<file path="config.mk">
export PLATFORM = sky130hd
export DESIGN_NAME = regfile_wb_sched
export DESIGN_NICKNAME = d
export VERILOG_FILES = /design/src/rtl/regfile_wb_sched.sv
export SDC_FILE = /design/constraint.sdc
export NUM_CORES = 1
export LEC_CHECK = 0
export ABC_AREA = 1
export CAP_MARGIN = 20
export CORE_ASPECT_RATIO = 1.75
export CORE_MARGIN = 1.5
export CORE_UTILIZATION = 25
export DETAILED_ROUTE_END_ITERATION = 8
export GPL_TIMING_DRIVEN = 0
export SLEW_MARGIN = 20
export SYNTH_ARGS = -nofsm -noshare
export SYNTH_HDL_FRONTEND = slang
export SYNTH_SLANG_ARGS = --single-unit
</file>
<file path="constraint.sdc">
create_clock -name clk -period 2.61 [get_ports clk]
set_input_delay 0.3915 -clock clk [delete_from_list [all_inputs] [get_ports clk]]
set_output_delay 0.3915 -clock clk [all_outputs]
set_load 0.05 [all_outputs]
</file>
<file path="src/rtl/regfile_wb_sched.sv">
// Write-back scheduler: round-robin arbitration of result producers onto the
// single register-file write port, plus the per-register busy scoreboard.
module regfile_wb_sched #(
   parameter int NREQ  = 4,
   parameter int XLEN  = 32,
   parameter int PTR_W = 2
) (
   input  logic                 clk,
   input  logic                 rst,
   input  logic [NREQ-1:0]      req_valid_i,
   input  logic [5*NREQ-1:0]    req_rd_i,
   input  logic [XLEN*NREQ-1:0] req_wd_i,
   output logic [NREQ-1:0]      req_ready_o,
   input  logic                 issue_valid_i,
   input  logic [4:0]           issue_rd_i,
   input  logic [4:0]           rs1_i,
   input  logic [4:0]           rs2_i,
   output logic                 rs1_busy_o,
   output logic                 rs2_busy_o,
   output logic                 rf_we_o,
   output logic [4:0]           rf_rd_o,
   output logic [XLEN-1:0]      rf_wd_o,
   output logic [31:0]          busy_vec_o
);

   localparam logic [PTR_W:0] NREQ_W = (PTR_W+1)'(NREQ);

   logic [PTR_W-1:0] ptr_q, ptr_d;
   logic [31:0]      busy_q, busy_d;
   logic             rf_we_q, rf_we_d;
   logic [4:0]       rf_rd_q, rf_rd_d;
   logic [XLEN-1:0]  rf_wd_q, rf_wd_d;

   logic             grantValid;
   logic [PTR_W-1:0] grantIdx;
   logic [4:0]       grantRd;
   logic [XLEN-1:0]  grantWd;
   logic [PTR_W:0]   cand;

   // Scan starts one past the last winner and wraps, so the last winner
   // becomes lowest priority on the next arbitration.
   always_comb begin
      grantValid = 1'b0;
      grantIdx   = '0;
      cand       = '0;
      for (int k = 0; k < NREQ; k++) begin
         cand = {1'b0, ptr_q} + (PTR_W+1)'(k + 1);
         if (cand >= NREQ_W) begin
            cand = cand - NREQ_W;
         end
         if (!grantValid && req_valid_i[cand[PTR_W-1:0]]) begin
            grantValid = 1'b1;
            grantIdx   = cand[PTR_W-1:0];
         end
      end
      if (!rst) begin
         grantValid = 1'b0;
      end
   end

   always_comb begin
      grantRd = '0;
      grantWd = '0;
      for (int i = 0; i < NREQ; i++) begin
         if (grantIdx == PTR_W'(i)) begin
            grantRd = req_rd_i[5*i +: 5];
            grantWd = req_wd_i[XLEN*i +: XLEN];
         end
      end
   end

   always_comb begin
      req_ready_o = '0;
      if (grantValid) begin
         req_ready_o[grantIdx] = 1'b1;
      end
   end

   // A write to x0 is still granted so the producer drains, but never strobes
   // the register file.
   always_comb begin
      ptr_d   = ptr_q;
      rf_we_d = 1'b0;
      rf_rd_d = rf_rd_q;
      rf_wd_d = rf_wd_q;
      if (grantValid) begin
         ptr_d   = grantIdx;
         rf_we_d = (grantRd != 5'd0);
         rf_rd_d = grantRd;
         rf_wd_d = grantWd;
      end
   end

   // Set is applied after clear so a newer producer issued in the same cycle
   // keeps the register busy over the older one's write-back.
   always_comb begin
      busy_d = busy_q;
      if (grantValid) begin
         busy_d[grantRd] = 1'b0;
      end
      if (issue_valid_i && (issue_rd_i != 5'd0)) begin
         busy_d[issue_rd_i] = 1'b1;
      end
      busy_d[0] = 1'b0;
   end

   always_ff @(posedge clk or negedge rst) begin
      if (!rst) begin
         ptr_q   <= PTR_W'(NREQ - 1);
         busy_q  <= '0;
         rf_we_q <= 1'b0;
         rf_rd_q <= '0;
         rf_wd_q <= '0;
      end else begin
         ptr_q   <= ptr_d;
         busy_q  <= busy_d;
         rf_we_q <= rf_we_d;
         rf_rd_q <= rf_rd_d;
         rf_wd_q <= rf_wd_d;
      end
   end

   assign rs1_busy_o = busy_q[rs1_i] & (rs1_i != 5'd0);
   assign rs2_busy_o = busy_q[rs2_i] & (rs2_i != 5'd0);
   assign rf_we_o    = rf_we_q;
   assign rf_rd_o    = rf_rd_q;
   assign rf_wd_o    = rf_wd_q;
   assign busy_vec_o = busy_q;

endmodule

</file>
; Word-level counts from Yosys, hierarchy flattened
; Cells that the tools add are included.
[totals]
ff_bits = 71
in_bits = 170
output_inout_bits = 76
elab_cells = 95
[op_classes]
n_addsub = 8
magnitude_cmp = 16
eq_ne = 3
muxes = 43
bitwise_logic = 5
n_reduce_logical = 15
[op_table]
columns = op, n
row1 = two-way mux 32 bit, 6
row2 = bitwise AND 32 bit, 1
row3 = inverter 32 bit, 1
row4 = OR 32 bit, 1
row5 = less-than comparator 5 x 6 -> 1 bit (second input constant), 4
row6 = two-way mux 5 bit, 4
row7 = nonzero test 5 bit, 4
row8 = two-way mux 2 bit, 8
row9 = less-than comparator 2 x 3 -> 1 bit (second input constant), 5
row10 = two-way mux 1 bit, 15
row11 = >= comparator 3 bit (second input constant), 4
row12 = binary-select mux 1 bit (select 5 bit), 2
row13 = demux 1 bit (select 5 bit), 2
row14 = >= comparator 5 x 1 -> 1 bit (second input constant), 2
row15 = binary-select mux 1 bit (select 2 bit), 4
row16 = subtractor 2 x 1 -> 2 bit (second input constant), 4
row17 = logical AND 1 bit, 7
row18 = adder 2 x 2 -> 3 bit (second input constant), 2
row19 = == test 2 bit (second input constant), 2
row20 = two-way mux 4 bit, 1
row21 = adder 2 x 1 -> 3 bit (second input constant), 1
row22 = adder 2 x 3 -> 3 bit (second input constant), 1
row23 = zero test 1 bit, 3
row24 = bitwise AND 1 bit, 2
row25 = 4 further kinds, 4

; Depth between registers and ports, before layout
; Gate-level depths: netlist of the first run.
[depth]
word_depth = 29
depth_mapped = 20

; Worst setup path before layout of the first run
; OpenSTA, ideal clock, no wires.
[synth_path]
path_type = register to output
startpoint = register ptr_q[0]
endpoint = output req_ready_o[2]
arrival_ns = 2.453
setup_slack_ns = -0.235
stages_incl_launch_ff = 14
n_path_buf = 3
cell_sequence = dfstp_2 -> buf_6 -> inv_6 -> nand2_1 -> nand2_1 -> o21ai_1 -> inv_1 -> nand3_4 -> nand2_1 -> inv_1 -> buf_2 -> buf_2 -> nand2_1 -> nor2_1
[synth_between]
elab_chain_len = 20
[synth_lines]
columns = element, line
row1 = "start, declared", 28  ; logic [PTR_W-1:0] ptr_q, ptr_d;
row2 = "start signal, assigned", 109  ; ptr_q <= PTR_W'(NREQ - 1);
row3 = "start signal, assigned", 115  ; ptr_q <= ptr_d;
row4 = adder 2 x 1 -> 3 bit, 47  ; cand = {1'b0, ptr_q} + (PTR_W+1)'(k + 1);
row5 = >= comparator 3 bit / subtractor 2 x 1 -> 2 bit (equally long branches), "48, 49"
row6 = two-way mux 2 bit, 48  ; if (cand >= NREQ_W) begin
row7 = binary-select mux 1 bit (select 2 bit), 51  ; if (!grantValid && req_valid_i[cand[PTR_W-1:0]]) begin
row8 = two-way mux 1 bit (implied by the code), 51
row9 = two-way mux 1 bit, 51
row10 = zero test 1 bit, 51
row11 = logical AND 1 bit, 51
row12 = (+4 left out), -
row13 = zero test 1 bit, 51
row14 = logical AND 1 bit, 51
row15 = two-way mux 2 bit, 51
row16 = less-than comparator 2 x 3 -> 1 bit (implied by the code) / >= comparator 2 x 1 -> 1 bit (equally long branches), 75  ; req_ready_o[grantIdx] = 1'b1;
row17 = logical AND 1 bit (implied by the code), 75
row18 = two-way mux 1 bit (implied by the code), 75
row19 = demux 1 bit (select 2 bit), 75
row20 = two-way mux 4 bit (*), 74  ; if (grantValid) begin
row21 = "end, declared", 13  ; output logic [NREQ-1:0] req_ready_o,
; Every way passes the cells marked *; elsewhere a longest branch is shown, timed or not. The select of a mux whose other input is x is not followed.

; Worst setup path after layout of the first run
[layout_path]
startpoint = register ptr_q[0]
endpoint = output req_ready_o[3]
; Same word-level chain as after synthesis.

==> results of run 1 <==
==> flip-flops by register name (all words and copies together) (netlist names) <==
register	cells
rf_wd_o	32
busy_vec_o	31
rf_rd_o	5
ptr_q	2
rf_we_o	1
==> per-stage QoR <==
stage                     utilization, %  hold WS [ps]  area (um^2)  setup TNS (ps)  setup slack [ps]
after floorplan                        -          95.9         4840           -15.5             -15.5
after detailed placement            39.9           405         7590          -23460             -1220
final                               45.6          36.0         8680            -433             -85.6
after CTS                           43.5          48.2         8280            -386             -45.3
after global routing                45.6          66.3         8680           -8770              -237
after global placement              39.8           467         7580         -325900             -4000
==> repair_timing <==
item / in CTS / in global routing
pin swaps: 22 / 38
setup endpoints to repair: 64 / 71
resized for setup: 106 / 106
buffers inserted: 23 / 11
==> cell families after synthesis <==
logic type	after synthesis
AND/OR/NAND/NOR	456
AO/OA/AOI/OAI	133
buffers and inverters	77
flip-flops	71
other	1
==> critical path, stage by stage (launching register included) <==
cell	delay [ps]
dfstp_2	540
buf_8	140
buf_8	140
nand2_1	70
nand3_2	80
nand2_2	70
nand2_2	100
nand2_2	50
nand2_2	100
nand2_2	70
nor2_4	200
nand2_4	100
nor2_4	170
buf_8	160
==> metal layers <==
metal | global-route usage, % | routed length (um) | up-vias | share of wire, %
li1 | - | - | 2987 | -
met1 | 20.7 | 7180 | 2779 | 34
met2 | 41.9 | 12200 | 228 | 57
met3 | 4.04 | 1040 | 42 | 4.9
met4 | 8.86 | 823 | 0 | 3.9
met5 | 0 | 0 | - | 0
==> path summary, 6_finish.rpt <==
check	to
hold reg to reg	rf_rd_o[0]
setup reg to reg	busy_vec_o[30]
max in group asynchronous	rf_rd_o[0]
hold / removal	busy_vec_o[19]
setup / recovery	req_ready_o[3]
min in group clk	rf_rd_o[0]
==> synth_stat cells <==
library cell and instances:
nand2_2 15, inv_1 39, nor2_1 56, nand4_1 5, o311ai_0 1, o31ai_1 1, nor2_4 9, inv_6 1
buf_4 1, nor2_2 9, nand4_2 2, a21oi_1 44, buf_2 6, buf_1 5, nand3_1 20, nor2_8 1
o21ai_0 42, o211ai_1 8, conb_1 1, buf_6 3, nand3_4 2, dfrtp_1 69, nor3_1 11, dfstp_2 2
a31oi_1 32, and3_1 4, nand2_1 320, inv_2 5, o21ai_1 1, a41oi_1 2, a21oi_2 1, clkbuf_1 17
o221ai_1 1, nand3_2 2
==> cell type report <==
type	count	area share, %
plain buffers	30	2.77
clock buffers	10	2.64
clock inverters	6	0.706
inverters	45	2.12
multi-input cells	590	36.1
flip-flops and latches	71	20.5
well taps	241	3.47
repair buffers	278	31.7
==> results.yml, run 1 <==
grt:
  antenna_found_initial: 0
  grt.total_usage_pct: 21.3
  grt_pass1_vias: 6111
  gr-total-overflow: 0
  grt_pass1_wl_mm: 32.7
  grt_max_degree: 39
critical_path:
  reg2reg_depth: 20
  cp_max_fo: 6
  r2r_start: "ptr_q[0]"
  required_ps: 2220
  crit_path_start: "ptr_q[0]"
  cp.arrival_ps: 2300
  ff2ff_setup_slack_ps: -20
  crit_type: "register to output port"
  critPathCaptureType: "output port"
  worst_setup_path_start_kind: "register"
final_layout:
  fillCellCount: 1921
  diodes: 0
  multi_input_area_um2: 3130
  seq_area_um2: 1780
  final_cell_mix: "286 x nand2_1, 236 x clkdlybuf4s50_1, 69 x dfrtp_1"
  finalNonFillerCells: 1271
  mostFrequentLayoutCell: "nand2_1"
  drive_above_1_share_pct: 18.9
  num-nets-final: 1195
  area_delta_synth_final_pct: 79.7
logic_synthesis:
  yosysWarningCount: 0
  synth.area.top_cells: "dfrtp_1 36%, nand2_1 25%, a21oi_1 4.6%, nor2_1 4.4%, o21ai_0 4.4%"
  synth-compound-area-share_pct: 15.5
  synthSimpleGateAreaFrac_pct: 40.9
  yosysTopAreaCell: "dfrtp_1"
  synth.distinct_cells: 34
  synth_area_um2: 4830
  synth-xor-area-share_pct: 0
  netlist.area_leader.share_pct: 35.7
  synth_top_family_by_area: "simple AND/OR/NAND/NOR gates"
  muxShareOfSynthArea_pct: 0
  synth_seq_cells: 71
  ys_seq_area_share_pct: 36.8
  syn_avg_cell_area_um2: 6.55
  syn_nets: 908
  synthAdderAreaFrac_pct: 0
  netlist_instances: 738
timing:
  tightestPinTransition_ps: 879
  setup_viol: 17
  finalHoldViolCount: 0
  drv_slew: 0
  period_needed_ps: 2700
  timing.slew.headroom_pct: 41.0
  rsz0062_at_grt: "true"
  period_share_pct: 103
  final.setup_skew_ps: 12.1
  clock.fmax_mhz: 371
  timing.final.ws_setup_ps: -85.6
floorplanning:
  die_area_um2: 20200
  die_h_um: 187
  die_x_um: 108
  start_util_pct: 25.4
  rows: 67
  ios: 246
  coreArea_um2: 19000
clocking:
  cts.sinks: 71
  clk_pin_slew_ps: 60
  clk_latency_ps: 330
  cts_tree: "done"
  root_buffer: "clkbuf_16"
  cts_made_buffers: 9
  htree_levels: 3
  cts_hold_buf: 0
  cts_buffer_depth: 2
drt:
  vias_per_cell: 4.75
  drc: 0
  drtPass1Iterations: 4
  ant_nets: 0
  wl_per_cell_um: 16.7
  vias: 6036
  routed_wl_mm: 21.2
  dr.first_iter.drc_count: 231
placed_design:
  port_buffers: 243
  dp.cells: 1223
  dp_hpwl_mm: 16.8
  gp_congestion: 0.862
run:
  maxCapViolCount: 0
outcome:
  violations: "setup timing"
  status: "finished with violations"
min_path:
  hold_class: "input pin to async pin"
Power of run 1 is left out: the tool's default activity adds up to more than one toggle a clock period on the data nets, which glitch-free logic cannot reach.
==> run 2: changes to the inputs <==
--- a/config.mk
+++ b/config.mk
@@ -12,6 +12,7 @@
 export CORE_UTILIZATION = 25
 export DETAILED_ROUTE_END_ITERATION = 8
 export GPL_TIMING_DRIVEN = 0
+export PLACE_DENSITY_LB_ADDON = 0.08
 export SLEW_MARGIN = 20
 export SYNTH_ARGS = -nofsm -noshare
 export SYNTH_HDL_FRONTEND = slang
==> results.yml, run 2 (synthesis results as in run 1) <==
timing:
  timing.final.ws_setup_ps: -40.4
  setup_viol: 3
  period_needed_ps: 2650
  final.setup_skew_ps: 9.43
  clock.fmax_mhz: 377
  fin_hold_ws_ps: 13.0
  rsz0062_at_grt: "true"
  timing.slew.headroom_pct: 29.9
  finalHoldViolCount: 0
  tightestPinTransition_ps: 1040
  drv_slew: 0
  period_share_pct: 102
final_layout:
  seq_area_um2: 1780
  multi_input_area_um2: 3020
  fillCellCount: 1992
  largest_reg_flops: 32
  mostFrequentLayoutCell: "nand2_1"
  diodes: 0
  num-nets-final: 1186
  area_delta_synth_final_pct: 76.5
  post-route-util_pct: 44.8
  final_cell_mix: "294 x nand2_1, 236 x clkdlybuf4s50_1, 69 x dfrtp_1"
  drive_above_1_share_pct: 16.7
  design_area_um2: 8530
power:
  p_int_mw: 6.50
  p_switching_mw: 8.28
  power_mw: 14.8
  swShare_pct: 56.0
  seqPwrFrac_pct: 14.4
  power_leakage_nw: 3.78
  clkPwrFrac_pct: 9.2
  power_density_nw_per_um2: 1730
  vdd_drop_max_uv: 891
  combPwrFrac_pct: 76.4
grt:
  gr-total-overflow: 0
  antenna_found_initial: 0
  met2_usage_pct: 43.9
  grt.total_usage_pct: 22.0
  grt_pass1_vias: 5930
  grt_max_degree: 52
  met1_usage_pct: 21.5
  met3_usage_pct: 4.95
  grt_pass1_wl_mm: 33.4
  busiest_layer: "met2"
floorplanning:
  start_util_pct: 25.4
  ios: 246
  die_x_um: 108
  die_area_um2: 20200
  coreArea_um2: 19000
  die_h_um: 187
  rows: 67
drt:
  routed_wl_mm: 21.9
  vias: 5890
  drc: 0
  drtPass1Iterations: 4
  ant_nets: 0
  vias_per_cell: 4.67
  wl_per_cell_um: 17.4
  dr.first_iter.drc_count: 162
clocking:
  cts_made_buffers: 9
  clk_latency_ps: 340
  root_buffer: "clkbuf_16"
  clk_pin_slew_ps: 70
  cts.sinks: 71
  cts_tree: "done"
  cts_buffer_depth: 2
  htree_levels: 3
outcome:
  violations: "setup timing"
  status: "finished with violations"
placed_design:
  pre_cts_ws_ps: -1190
  placed_area_um2: 7610
  port_buffers: 243
  dp_hpwl_mm: 17.9
  gp_congestion: 0.818
critical_path:
  critPathCaptureType: "output port"
  required_ps: 2220
  cp_max_fo: 10
  cp.arrival_ps: 2260
  worst_setup_path_start_kind: "register"
  crit_type: "register to output port"
min_path:
  hold_class: "input pin to async pin"
run:
  maxCapViolCount: 0
==> run 2: changes by cell type in the layout (fill, tap and decap cells not counted), moves of 4 or more <==
cell | before | now
nand2_1 | 286 | 294
nand3_1 | 9 | 17
buf_4 | 33 | 26
clkbuf_2 | 11 | 6
nand2_4 | 18 | 13
nand3_2 | 10 | 5
buf_2 | 2 | 6
==> run 2: final timing paths <==
| kind | slack, ps | cells past startpoint | to | from |
|---|---|---|---|---|
| max | -40 | 15 | req_ready_o[2] | ptr_q[0] |
| min | 10 | 1 | ptr_q[0] | rst |
| max reg2reg | 10 | 19 | busy_vec_o[15] | ptr_q[0] |
| min reg2reg | 490 | 2 | rf_rd_o[1] | rf_rd_o[1] |
| max in group asynchronous | 2070 | 2 | busy_vec_o[4] | rst |
| min in group clk | 490 | 2 | rf_rd_o[1] | rf_rd_o[1] |
==> run 2: power groups by stage <==
stage | combinational (mW) | sequential (mW) | clock (mW)
finish | 11.3 | 2.13 | 1.36
global route | 12.2 | 2.21 | 1.44
CTS | 10.2 | 2.13 | 1.38
detailed placement | 9.65 | 2.14 | 0
global placement | 9.63 | 2.13 | 0
floorplan | 4.63 | 3.87 | 0
==> run 2: area by class of cell <==
class | count | share of cell area [%]
timing repair buffer | 269 | 31.6
buffer | 30 | 2.60
clock inverter | 7 | 1.13
clock buffer | 9 | 2.64
multi-input combinational | 590 | 35.5
tap | 241 | 3.54
sequential | 71 | 20.9
inverter | 45 | 2.19
==> run 2: metrics by stage <==
stage,setup TNS [ps],instances
2_1_floorplan,-15.5,738
3_3_place_gp,-340520,1222
3_5_place_dp,-20600,1223
4_1_cts,-205,1257
5_1_grt,-4510,1262
6_report,-111,1262
==> run 2: what timing repair did <==
item                       CTS  global route
pin swaps                   12            29
hold buffers                 1             0
gates cloned                 2             0
buffers inserted            15             8
setup endpoints to repair   46            70
gates resized for setup     79           107
hold endpoints to repair    21             0
==> run 2: critical path, stage by stage (launching register included) <==
cell     delay (ps)
dfstp_2         540
buf_6           130
inv_8            50
nand2_2          70
nand2_4          60
nand2_2          90
nand2_4          60
nor2_4          130
nand3_4         140
nand2_8         120
inv_4            50
buf_8           120
buf_8           110
nand2_2          70
nor2_2           40
buf_6           140
==> run 2: per-layer routing <==
layer | routed length [um] | part of all wire [%] | up-vias
met3 | 1230 | 5.6 | 30
met2 | 12800 | 59 | 201
met1 | 7280 | 33 | 2700
met5 | 0 | 0 | -
met4 | 584 | 2.7 | 0
li1 | - | - | 2959
Power figures use the tool's default switching activity.
==> run 3: changes to the inputs <==
--- a/config.mk
+++ b/config.mk
@@ -7,7 +7,7 @@
 export LEC_CHECK = 0
 export ABC_AREA = 1
 export CAP_MARGIN = 20
-export CORE_ASPECT_RATIO = 1.75
+export CORE_ASPECT_RATIO = 0.9
 export CORE_MARGIN = 1.5
 export CORE_UTILIZATION = 25
 export DETAILED_ROUTE_END_ITERATION = 8
==> results.yml, run 3 (synthesis results as in run 1) <==
timing:
  timing.final.ws_setup_ps: -76.2
  finalHoldViolCount: 0
  period_share_pct: 103
  period_needed_ps: 2690
  timing.slew.headroom_pct: 26.9
  clock.fmax_mhz: 372
  drv_slew: 0
  fin_setup_tns_ps: -951
  rsz0062_at_grt: "true"
  tightestPinTransition_ps: 1090
  final.setup_skew_ps: 7.06
  setup_viol: 31
clocking:
  cts_buffer_depth: 2
  root_buffer: "clkbuf_16"
  cts_made_buffers: 9
  htree_levels: 3
  cts.sinks: 71
  clk_latency_ps: 340
  cts_tree: "done"
  clk_pin_slew_ps: 50
critical_path:
  cp_max_fo: 10
  path_common_cell: "nand2_4"
  worst_setup_path_start_kind: "register"
  required_ps: 2220
  critPathCaptureType: "output port"
  r2r_start: "ptr_q[0]"
  cp.arrival_ps: 2290
  reg2reg_depth: 18
  ff2ff_setup_slack_ps: -60
  cp_slowest_stage_delay_ps: 570
  crit_type: "register to output port"
  cp_slowest_cell: "dfstp_2"
  cp_cell_sequence: "buf_8, inv_8, nand2_2, nand2_4, nand2_4, nand2_4, nor2_4, nand3_4, nand2_4, inv_4, buf_8, buf_8, nand2_2, nor2_2, buf_6"
  reg2reg_to: "busy_vec_o[27]"
drt:
  vias_per_cell: 4.61
  vias: 5831
  dr.first_iter.drc_count: 280
  drtPass1Iterations: 4
  routed_wl_mm: 20.8
  ant_nets: 0
  wl_per_cell_um: 16.4
  drc: 0
placed_design:
  gp_congestion: 0.821
  port_buffers: 243
  dp_hpwl_mm: 16.1
  placed_area_um2: 7620
  pre_cts_ws_ps: -1200
grt:
  grt.total_usage_pct: 20.5
  grt_pass1_vias: 5618
  grt_max_degree: 48
  antenna_found_initial: 0
  gr-total-overflow: 0
  grt_pass1_wl_mm: 31.4
final_layout:
  final_cell_mix: "289 x nand2_1, 236 x clkdlybuf4s50_1, 69 x dfrtp_1"
  num-nets-final: 1181
  design_area_um2: 8470
  area_delta_synth_final_pct: 75.2
  mostFrequentLayoutCell: "nand2_1"
  drive_above_1_share_pct: 16.1
  post-route-util_pct: 44.5
  diodes: 0
  largest_reg_flops: 32
power:
  power_density_nw_per_um2: 1710
  power_leakage_nw: 3.75
  vdd_drop_max_uv: 654
floorplanning:
  die_h_um: 135
  die_area_um2: 20200
  die_x_um: 150
  start_util_pct: 25.4
  ios: 246
  coreArea_um2: 19000
  rows: 48
outcome:
  status: "finished with violations"
  violations: "setup timing"
min_path:
  hold_class: "input pin to async pin"
run:
  maxCapViolCount: 0
[run 3: changes by cell type in the layout (fill, tap and decap cells not counted), moves of 3 or more]
| cell | delta |
|---|---|
| a21oi_1 | +4 |
| a21oi_2 | -3 |
| buf_4 | -7 |
| nand2_1 | -5 |
| nand2_4 | +5 |
| nor2_2 | +3 |
| nor2_4 | -3 |
[run 3: through the flow]
step / hold slack [ps] / instances / power [mW]
6_report: 30.2 / 1265 / 14.4
5_1_grt: 34.4 / 1265 / 15.5
4_1_cts: 26.1 / 1257 / 13.6
3_5_place_dp: 356 / 1232 / 11.7
3_3_place_gp: 468 / 1231 / 11.6
2_1_floorplan: 95.9 / 738 / 8.50
[run 3: metal layers]
layer  track usage (%)  part of all wire [%]  vias to the layer above
met5                 0                     0                        -
met4              5.39                   1.2                        0
met1              26.5                    45                     2678
met2              33.3                    47                      193
met3              6.22                   7.5                       14
li1                  -                     -                     2946
[run 3: worst max path at each step]
stage,start,to,slack (ps),cells after the start
after floorplan,ptr_q[0],req_ready_o[2],-20,13
after detailed placement,req_valid_i[3],req_ready_o[2],-1200,14
after global routing,ptr_q[0],busy_vec_o[27],-240,17
final,ptr_q[0],req_ready_o[2],-80,15
after global placement,rst,req_ready_o[2],-4150,8
after CTS,ptr_q[0],req_ready_o[2],-100,14
[run 3: layout make-up]
type / instances / area, um^2
Fill cell: 1965 / 10600
Clock inverter: 4 / 70.1
Tap cell: 250 / 313
Multi-Input combinational cell: 590 / 3010
Sequential cell: 71 / 1780
Timing Repair Buffer: 263 / 2650
Inverter: 45 / 181
Buffer: 31 / 216
Clock buffer: 11 / 243
[run 3: power by group]
part | leakage (nW) | switching [mW] | internal, mW
Clock | 0.155 | 0.471 | 0.854
Combinational | 2.75 | 7.17 | 3.81
Sequential | 0.845 | 0.457 | 1.69
[run 3: repair_timing]
item | 4_1_cts | 5_1_grt
cloned | 1 | 2
buffers inserted | 8 | 7
pin swaps | 7 | 37
setup endpoints to repair | 61 | 67
gates resized for setup | 71 | 99
endpoints found under the hold margin | 26 | 0
hold buffers | 1 | 0
[run 3: critical path: cells and delay by family (launching register included)]
family	cells	cell delay, ps
buffers and inverters	6	630
AND/OR/NAND/NOR	9	740
flip-flops	1	570
